**src/rtl/key_repeat.sv**
```systemverilog
// Turns raw keycodes into one-frame move commands with DAS/ARR auto-repeat; all outputs are registered.
// Define KEY_REPEAT_AUTOREPEAT_EN to enable auto-repeat; otherwise every key is one-shot.
module key_repeat #(
  parameter int DAS_DELAY  = 10,
  parameter int ARR_PERIOD = 3
) (
  input  logic       frame_clk,
  input  logic       Reset,
  input  logic [7:0] keycode_in,
  output logic [7:0] keycode_out,
  output logic       key_valid,
  output logic       held
);

  typedef enum logic [1:0] {IDLE, HELD, DELAY, REPEAT} state_t;

  state_t     state, state_nxt;
  logic [7:0] last_key, last_key_nxt;
  logic [7:0] event_nxt;

`ifdef KEY_REPEAT_AUTOREPEAT_EN
  logic [5:0] cnt, cnt_nxt, cnt_inc;
  logic       repeatable;

  assign cnt_inc    = cnt + 6'd1;
  assign repeatable = (keycode_in == 8'h04) || (keycode_in == 8'h07) || (keycode_in == 8'h16);
`endif

  always_comb begin
    state_nxt    = state;
    last_key_nxt = last_key;
    event_nxt    = 8'h00;
`ifdef KEY_REPEAT_AUTOREPEAT_EN
    cnt_nxt      = cnt;
`endif
    if (keycode_in == 8'h00) begin
      state_nxt    = IDLE;
      last_key_nxt = 8'h00;
`ifdef KEY_REPEAT_AUTOREPEAT_EN
      cnt_nxt      = 6'd0;
`endif
    end else if (keycode_in != last_key) begin
      // Any different non-zero code is a fresh press, even without a release in between
      event_nxt    = keycode_in;
      last_key_nxt = keycode_in;
`ifdef KEY_REPEAT_AUTOREPEAT_EN
      cnt_nxt      = 6'd0;
      state_nxt    = repeatable ? DELAY : HELD;
`else
      state_nxt    = HELD;
`endif
    end else begin
`ifdef KEY_REPEAT_AUTOREPEAT_EN
      case (state)
        DELAY: begin
          if (cnt_inc == 6'(DAS_DELAY)) begin
            event_nxt = last_key;
            cnt_nxt   = 6'd0;
            state_nxt = REPEAT;
          end else begin
            cnt_nxt = cnt_inc;
          end
        end
        REPEAT: begin
          if (cnt_inc == 6'(ARR_PERIOD)) begin
            event_nxt = last_key;
            cnt_nxt   = 6'd0;
          end else begin
            cnt_nxt = cnt_inc;
          end
        end
        default: ;
      endcase
`endif
    end
  end

  always_ff @(posedge frame_clk or posedge Reset) begin
    if (Reset) begin
      state       <= IDLE;
      last_key    <= 8'h00;
      keycode_out <= 8'h00;
      key_valid   <= 1'b0;
      held        <= 1'b0;
    end else begin
      state       <= state_nxt;
      last_key    <= last_key_nxt;
      keycode_out <= event_nxt;
      key_valid   <= (event_nxt != 8'h00);
      held        <= (state_nxt != IDLE);
    end
  end

`ifdef KEY_REPEAT_AUTOREPEAT_EN
  always_ff @(posedge frame_clk or posedge Reset) begin
    if (Reset) cnt <= 6'd0;
    else       cnt <= cnt_nxt;
  end
`endif

endmodule

```
**config.mk**
```make
export PLATFORM = sky130hd
export DESIGN_NAME = key_repeat
export DESIGN_NICKNAME = d
export VERILOG_FILES = /design/src/rtl/key_repeat.sv
export SDC_FILE = /design/constraint.sdc
export NUM_CORES = 1
export LEC_CHECK = 0
export BUFFER_PORTS_ARGS = -buffer_cell sky130_fd_sc_hd__buf_4
export CAP_MARGIN = 15
export CORE_UTILIZATION = 52
export DETAILED_ROUTE_END_ITERATION = 6
export PLACE_DENSITY = 0.78
export SLEW_MARGIN = 20
export SYNTH_ARGS = -nofsm -noshare
export SYNTH_HDL_FRONTEND = slang
export SYNTH_SLANG_ARGS = --single-unit
```
**constraint.sdc**
```tcl
create_clock -name frame_clk -period 4.5 [get_ports frame_clk]
set_clock_uncertainty 0.15 [all_clocks]
set_input_delay 0 -clock frame_clk [delete_from_list [all_inputs] [get_ports frame_clk]]
set_output_delay 0 -clock frame_clk [all_outputs]
set_load 0.01 [all_outputs]
```
==> impl_metrics.tcl, run 1 <==
set metrics [dict create \
    clk_latency_ns 0.30 \
    nets 91 \
    grt_pass1_wl_um 1890 \
    nFillCells 106 \
    grt_usage_pct 19.8 \
    syn_area_um2 729 \
    setup_viol 0 \
    drive_gt1_share_pct 28.7 \
    wl_per_cell_um 13.1 \
    viasPerCell 4.64 \
    drv_slew 0 \
    portBuffers 19 \
    cp-start-kind "flip-flop" \
    dr.pass1.iters 2 \
    crit_type "flip-flop to flip-flop" \
    outcome "complete, no violations" \
    crit_fanout 12 \
    start_util_pct 56.1 \
    period_minus_slack_ns 1.73 \
    min_period_over_period_pct 38.5 \
    final_hold_viol_count 0 \
    synth.distinct_cells 12 \
    drcViolationCount 0 \
    rsz0062_at_grt "no" \
    hold_ws_ns 0.214 \
    avgSynthCellArea_um2 12.8 \
    clock.fmax_ghz 0.577 \
    vias 441 \
    htreeDepth 1 \
    cts_num_sinks 20 \
    dieArea_mm2 0.00156 \
    ios 20 \
    use_met2_pct 34.4 \
    drt-initial-drc-count 7 \
    die_w_um 39.5 \
    power_leakage_uw 0.000441 \
    wl_um 1250 \
    grt_pass1_vias 445 \
    max-vdd-ir-drop_v 0.000255 \
    pre_cts_ws_ns 2.76 \
    worstMarginPinSlew_ns 0.704 \
    ys_warn_count 0 \
    numCtsBuffers 3 \
    clock_path_buffers 2 \
    final_antenna_net_count 0 \
    power.total_uw 327 \
    max_cap_viol_count 0 \
    antenna_found_initial 0 \
    grt.met1_usage_pct 21.8 \
    num_antenna_cells 0 \
    rows 13 \
    syn_nets 67 \
    die_y_um 39.5 \
    grt-ovfl-total 0 \
    cts_tree "yes" \
    clkTransAtPathRegs_ns 0.10 \
    cts_root_buf "clkbuf_4" \
    use_met3_pct 5.11 \
    gp_congestion 0.729 \
    synth_seq_area_share_pct 68.6 \
    end_kind "flip-flop" \
    synth-seq-cells 20 \
    final_cell_mix "20 x dfrtp_1, 19 x buf_4, 9 x and2_1, 9 x dlygate4sd3_1, 8 x xor2_1" \
    top_usage_layer "met2" \
    core-area_mm2 0.00130 \
    setup_slack_ns 2.77 \
    min-delay-path-class "input pin to async pin" \
    postSynthCellCount 57 \
    p_per_area_mw_per_mm2 336 \
    max_slew_margin_pct 53.0 \
    tns_ns 0 \
    layout_commonest_cell "dfrtp_1" \
    post-cts-setup-buffers 0 \
    cp.arrival_ns 1.78 \
    area_growth_pct 33.6 \
    grt_max_degree 21 \
    required_ns 4.54 \
]
==> report_power, final <==
group / switching, µW / internal (µW)
Clock: 51.4 / 49.4
Combinational: 16.4 / 20.4
Sequential: 2.67 / 187
==> critical path, stage by stage, from the launching register on <==
cell and delay (ns):
dfrtp_1 0.39, xor2_1 0.16, nor4_1 0.35, nand2_1 0.28, o31a_1 0.31
==> state kept, by name (all words and copies together), names as in the netlist <==
name / count
state: 2
keycode_out: 8
last_key: 8
held: 1
key_valid: 1
==> path summary, 6_finish.rpt <==
check / start / end / slack, ns / depth (start not counted)
max in group asynchronous: Reset / keycode_out[4] / 3.55 / 3
worst min register to register: state[1] / state[1] / 0.36 / 2
worst max register to register: last_key[7] / held / 2.77 / 4
worst min-delay path: Reset / keycode_out[5] / 0.21 / 3
worst max-delay path: last_key[7] / held / 2.77 / 4
min in group frame_clk: keycode_in[0] / last_key[0] / 0.23 / 2
==> per-layer routing <==
metal  routed length [µm]  vias to the layer above
met2                  649                       13
li1                     -                      219
met3                   55                        2
met1                  533                      207
met4                   10                        0
met5                    0                        -
==> timing repair <==
item	in CTS	in global routing
endpoints found under the hold margin	40	0
gates resized for setup	0	0
hold buffers	9	0
==> layout make-up <==
| class | count | area (µm²) | area share [%] |
|---|---|---|---|
| Clock buffer | 4 | 36.3 | 3.72 |
| Inverter | 1 | 3.75 | 0.385 |
| Multi-Input combinational cell | 27 | 183 | 18.7 |
| Sequential cell | 20 | 500 | 51.3 |
| Tap cell | 15 | 18.8 | 1.93 |
| Timing Repair Buffer | 28 | 233 | 23.9 |
==> per-stage QoR <==
step | util, % | std cells | instance area [µm²]
2_1_floorplan | - | 57 | 729
4_1_cts | 74.9 | 95 | 975
3_3_place_gp | 65.2 | 82 | 848
3_5_place_dp | 65.2 | 82 | 848
6_report | 74.9 | 95 | 975
5_1_grt | 74.9 | 95 | 975
==> cell usage after synthesis, drive strengths merged <==
master  count  area (µm²)
dfrtp      20         500
and2        9        56.3
xor2        8        70.1
clkbuf      7        26.3
nor4        4        25.0
nand2       3        11.3
buf         2        16.3
inv         1        3.75
nor2        1        3.75
o21a        1        7.51
o31a        1        8.76
==> cells by family (layout without fill, tap and decap cells) <==
| family | Yosys count | in the layout | share of synthesized area, % |
|---|---|---|---|
| simple gates | 17 | 17 | 13.2 |
| buf+inv | 10 | 33 | 6.35 |
| xor+xnor | 8 | 8 | 9.61 |
| flops | 20 | 20 | 68.6 |
| compound gates | 2 | 2 | 2.23 |
Note: power is estimated with default switching activity, not from simulation.
==> run 2: changes to the inputs <==
- ABC_AREA: not set -> 1
- CORE_UTILIZATION: 52 -> 49
- PLACE_DENSITY: 0.78 -> 0.73
- clock period: 4.5 -> 1.8 ns (I/O delays scaled with it)
==> impl_metrics.tcl, run 2 <==
set metrics [dict create \
    ys_warn_count 0 \
    power_leakage_uw 0.000556 \
    drv_slew 0 \
    synthTopCellsByCount "20 x dfrtp_1, 20 x nand2_1, 17 x inv_1, 12 x nor2_1, 7 x clkbuf_1" \
    stdcell_count 125 \
    postSynthCellCount 87 \
    power.total_uw 776 \
    crit_type "flip-flop to flip-flop" \
    synth-seq-cells 20 \
    vias 567 \
    grt_pass1_vias 599 \
    multi_input_area_um2 185 \
    clkTransAtPathRegs_ns 0.10 \
    avgSynthCellArea_um2 9.15 \
    grt_pass1_wl_um 2340 \
    ys.flop_type "dfrtp_1" \
    viasPerCell 4.54 \
    clock_path_buffers 2 \
    grt_max_degree 21 \
    final_cell_mix "20 x nand2_1, 20 x dfrtp_1, 19 x buf_4, 17 x inv_1, 12 x nor2_1" \
    final_hold_viol_count 0 \
    synth_seq_area_share_pct 62.9 \
    end_kind "flip-flop" \
    synth_edf_count 0 \
    nets 121 \
    worstMarginPinSlew_ns 0.720 \
    seq_area_um2 500 \
    wl_um 1340 \
    cp-start-kind "flip-flop" \
    rows 14 \
    synthTopCellsByArea "dfrtp_1 63%, nand2_1 9.4%, inv_1 8.0%, nor2_1 5.7%, xnor2_1 4.4%" \
    grt-ovfl-total 0 \
    cpPeakStageDelay_ns 0.39 \
    drt-initial-drc-count 8 \
    die_y_um 42.3 \
    clock.fmax_ghz 0.727 \
    hpwlAfterDp_um 941 \
    numCtsBuffers 3 \
    tns_ns 0 \
    critPathSlowestCell "dfrtp_1" \
    min_period_over_period_pct 76.4 \
    syn_area_um2 796 \
    nFillCells 128 \
    ios 20 \
    final_antenna_net_count 0 \
    cp.arrival_ns 1.41 \
    cts_num_sinks 20 \
    yosys.area.top_type "dfrtp_1" \
    grt_usage_pct 18.2 \
    p_per_area_mw_per_mm2 758 \
    path_cells "xnor2_1, nand2_1, nor2_1, and2_4, nor2_1" \
    portBuffers 19 \
    dr.pass1.iters 4 \
    min-delay-path-class "input pin to async pin" \
    outcome "complete, no violations" \
    num_antenna_cells 0 \
    reg_top3 "keycode_out (8), last_key (8), state (2)" \
    wl_per_cell_um 10.7 \
    antenna_found_initial 0 \
    syn_nets 97 \
    fin_util_pct 68.0 \
    htreeDepth 1 \
    pre_cts_ws_ns 0.425 \
    synth.distinct_cells 12 \
    dp_cells 113 \
    cts_tree "yes" \
    cts_root_buf "clkbuf_4" \
    die_w_um 42.3 \
    gp_congestion 0.748 \
    setup_viol 0 \
    dieArea_mm2 0.00179 \
    clk_latency_ns 0.30 \
    core-area_mm2 0.00151 \
    max_cap_viol_count 0 \
    cp_common_cell "nor2_1" \
    max-vdd-ir-drop_v 0.000415 \
    ys_async_sr_fraction_pct 100 \
    drive_gt1_share_pct 21.1 \
    crit_fanout 9 \
    synth_top_area_share_pct 62.9 \
    setup_slack_ns 0.425 \
    max_slew_margin_pct 51.9 \
    rsz0062_at_grt "no" \
    period_minus_slack_ns 1.38 \
    required_ns 1.84 \
    start_util_pct 52.8 \
    drcViolationCount 0 \
    area_growth_pct 28.8 \
]
## run 2: what timing repair did
item | 4_1_cts | 5_1_grt
resized for setup | 0 | 0
buffers inserted | 0 | 0
endpoints found under the hold margin | 40 | 0
endpoints found under the setup margin | 0 | 0
hold buffers | 9 | 0
## run 2: cells by family after synthesis
family / after synthesis / share of synthesized area [%]
XOR/XNOR: 4 / 4.40
AND/OR/NAND/NOR: 37 / 18.9
flip-flops: 20 / 62.9
buffers and inverters: 26 / 13.8
## run 2: final timing paths
| check | start | to | slack [ns] | cells after the start |
|---|---|---|---|---|
| max | last_key[3] | keycode_out[3] | 0.42 | 5 |
| min | Reset | keycode_out[6] | 0.22 | 3 |
| max reg2reg | last_key[3] | keycode_out[3] | 0.42 | 5 |
| min reg2reg | state[1] | state[1] | 0.40 | 2 |
| max in group asynchronous | Reset | state[0] | 0.82 | 3 |
| min in group frame_clk | keycode_in[5] | last_key[5] | 0.22 | 2 |
## run 2: area by class of cell
cell class | count | area share, %
inverters | 17 | 6.23
multi-input cells | 41 | 18.1
flip-flops and latches | 20 | 48.8
clock buffers | 3 | 2.20
repair buffers | 28 | 22.7
well taps | 16 | 1.95
## run 2: critical path: cells and delay by family, from the launching register on
kind | cells | cell delay, ns
AND/OR/NAND/NOR | 4 | 0.54
flip-flops | 1 | 0.39
XOR/XNOR | 1 | 0.20
## run 2: stage by stage
stage,area [µm²],hold slack [ns]
2_1_floorplan,796,-0.186
3_3_place_gp,912,-0.0237
3_5_place_dp,912,-0.0179
4_1_cts,1020,0.205
5_1_grt,1020,0.210
6_report,1020,0.217
## run 2: report_power, final
| part | leakage, µW | switching, µW | total (µW) | internal [µW] |
|---|---|---|---|---|
| Combinational | 0.000315 | 47.4 | 101 | 53.3 |
| Clock | 0.0000138 | 123 | 201 | 78.0 |
| Sequential | 0.000227 | 7.05 | 475 | 468 |
| Total | 0.000556 | 178 | 776 | 599 |
## run 2: metal layers
metal / track usage (%) / up-vias / wire length (µm)
li1: - / 286 / -
met1: 18.7 / 264 / 538
met2: 33.8 / 13 / 730
met3: 3.88 / 4 / 51
met4: 9.38 / 0 / 18
met5: 0 / - / 0
==> run 3: changes to the inputs <==
- ABC_AREA: 1 -> 0
- CORE_UTILIZATION: 49 -> 48
- clock period: 1.8 -> 1.4 ns (I/O delays scaled with it)
==> impl_metrics.tcl, run 3 (same netlist as run 1, synthesis figures left out) <==
set metrics [dict create \
    outcome "finished with violations" \
    failed_checks "negative setup slack" \
    vias 508 \
    place_area_um2 871 \
    clock.fmax_ghz 0.620 \
    clockPowerShare_pct 30.8 \
    die_w_um 41.0 \
    antenna_found_initial 0 \
    final_hold_viol_count 0 \
    min-delay-path-class "input pin to async pin" \
    dr.pass1.iters 4 \
    p_per_area_mw_per_mm2 1030 \
    viasPerCell 4.93 \
    core-area_mm2 0.00135 \
    crit_fanout 6 \
    nets 99 \
    htreeDepth 1 \
    num_antenna_cells 0 \
    clk_latency_ns 0.30 \
    cp-start-kind "flip-flop" \
    reg_top3 "keycode_out (8), last_key (8), state (2)" \
    drive_gt1_share_pct 40.9 \
    max-vdd-ir-drop_v 0.000709 \
    portBuffers 19 \
    worstMarginPinSlew_ns 0.316 \
    pwr-share-seq_pct 56.2 \
    wl_um 1460 \
    power_leakage_uw 0.000494 \
    rows 13 \
    cts_tree "yes" \
    hold_ws_ns 0.140 \
    tns_ns -1.56 \
    max_cap_viol_count 0 \
    cts_root_buf "clkbuf_4" \
    grt_max_degree 21 \
    final_cell_mix "26 x buf_4, 20 x dfrtp_1, 9 x dlygate4sd3_1, 8 x xor2_1, 8 x and2_1" \
    hpwlAfterDp_um 808 \
    min_period_over_period_pct 115 \
    p_int_uw 838 \
    path_cells "xor2_1, nor4_2, nand2_2, o31a_1" \
    design_area_mm2 0.00106 \
    area_growth_pct 45.1 \
    end_kind "flip-flop" \
    numCtsBuffers 3 \
    grt_pass1_vias 483 \
    start_util_pct 54.0 \
    cts_num_sinks 20 \
    gp_congestion 0.789 \
    die_y_um 41.0 \
    wl_per_cell_um 14.1 \
    period_minus_slack_ns 1.61 \
    setup_viol 12 \
    cp_num_buf_inv 0 \
    cpPeakStageDelay_ns 0.39 \
    rsz0062_at_grt "yes" \
    swShare_pct 22.8 \
    drv_slew 0 \
    grt_pass1_wl_um 2220 \
    fin_util_pct 78.4 \
    power.total_uw 1090 \
    max_slew_margin_pct 78.8 \
    combPwrFrac_pct 13.0 \
    ios 20 \
    cp.arrival_ns 1.65 \
    nFillCells 85 \
    setup_slack_ns -0.212 \
    dieArea_mm2 0.00168 \
    layout_commonest_cell "buf_4" \
    required_ns 1.44 \
    drcViolationCount 0 \
    critPathSlowestCell "dfrtp_1" \
    grt_usage_pct 22.1 \
    grt-ovfl-total 0 \
    p_switching_uw 248 \
    clock_path_buffers 2 \
    clkTransAtPathRegs_ns 0.11 \
    crit_type "flip-flop to flip-flop" \
    drt-initial-drc-count 2 \
    path_delay_family "simple AND/OR/NAND/NOR gates" \
    final_antenna_net_count 0 \
]
-- run 3: layout make-up --
cell class	count	area, µm²	share of cell area (%)
Clock buffer	4	36.3	3.43
Inverter	1	3.75	0.355
Multi-Input combinational cell	28	214	20.2
Sequential cell	20	500	47.3
Tap cell	15	18.8	1.77
Timing Repair Buffer	35	285	27.0
-- run 3: power groups by stage --
stage	Combinational [µW]	Sequential, µW	Clock, µW
2_1_floorplan	41.6	628	0
3_3_place_gp	104	621	0
3_5_place_dp	105	622	0
4_1_cts	132	611	329
5_1_grt	154	613	365
6_report	141	610	335
-- run 3: worst paths after layout --
check                               from  slack (ns)  cells past startpoint             end
max                          last_key[7]       -0.21                      4            held
max in group asynchronous          Reset        0.76                      4     last_key[2]
min reg2reg                     state[0]        0.37                      1        state[0]
min in group frame_clk     keycode_in[4]        0.15                      5       key_valid
max reg2reg                  last_key[7]       -0.21                      4            held
min                                Reset        0.14                      4  keycode_out[6]
-- run 3: per-stage QoR --
step	worst slack, ns	instances
finish	-0.212	103
global route	-0.276	103
CTS	-0.186	100
detailed placement	-0.262	85
global placement	-0.248	85
floorplan	-0.00754	57
-- run 3: layer usage --
layer  global-route usage, %  share of wire (%)  vias to the layer above
li1                        -                  -                      239
met1                    28.6                 47                      250
met2                    32.8                 47                       17
met3                    8.15                4.6                        2
met4                    10.0               0.96                        0
met5                       0                  0                        -
-- run 3: worst min-delay path, delay by kind of cell --
kind,cells,cell delay [ns]
buffers and inverters,4,0.98
-- run 3: timing repair --
item | CTS | global route
cloned | 1 | 0
endpoints found under the hold margin | 39 | 0
pin swaps | 7 | 7
hold buffers | 9 | 0
resized for setup | 3 | 4
setup endpoints to repair | 12 | 12
setup buffers | 1 | 3
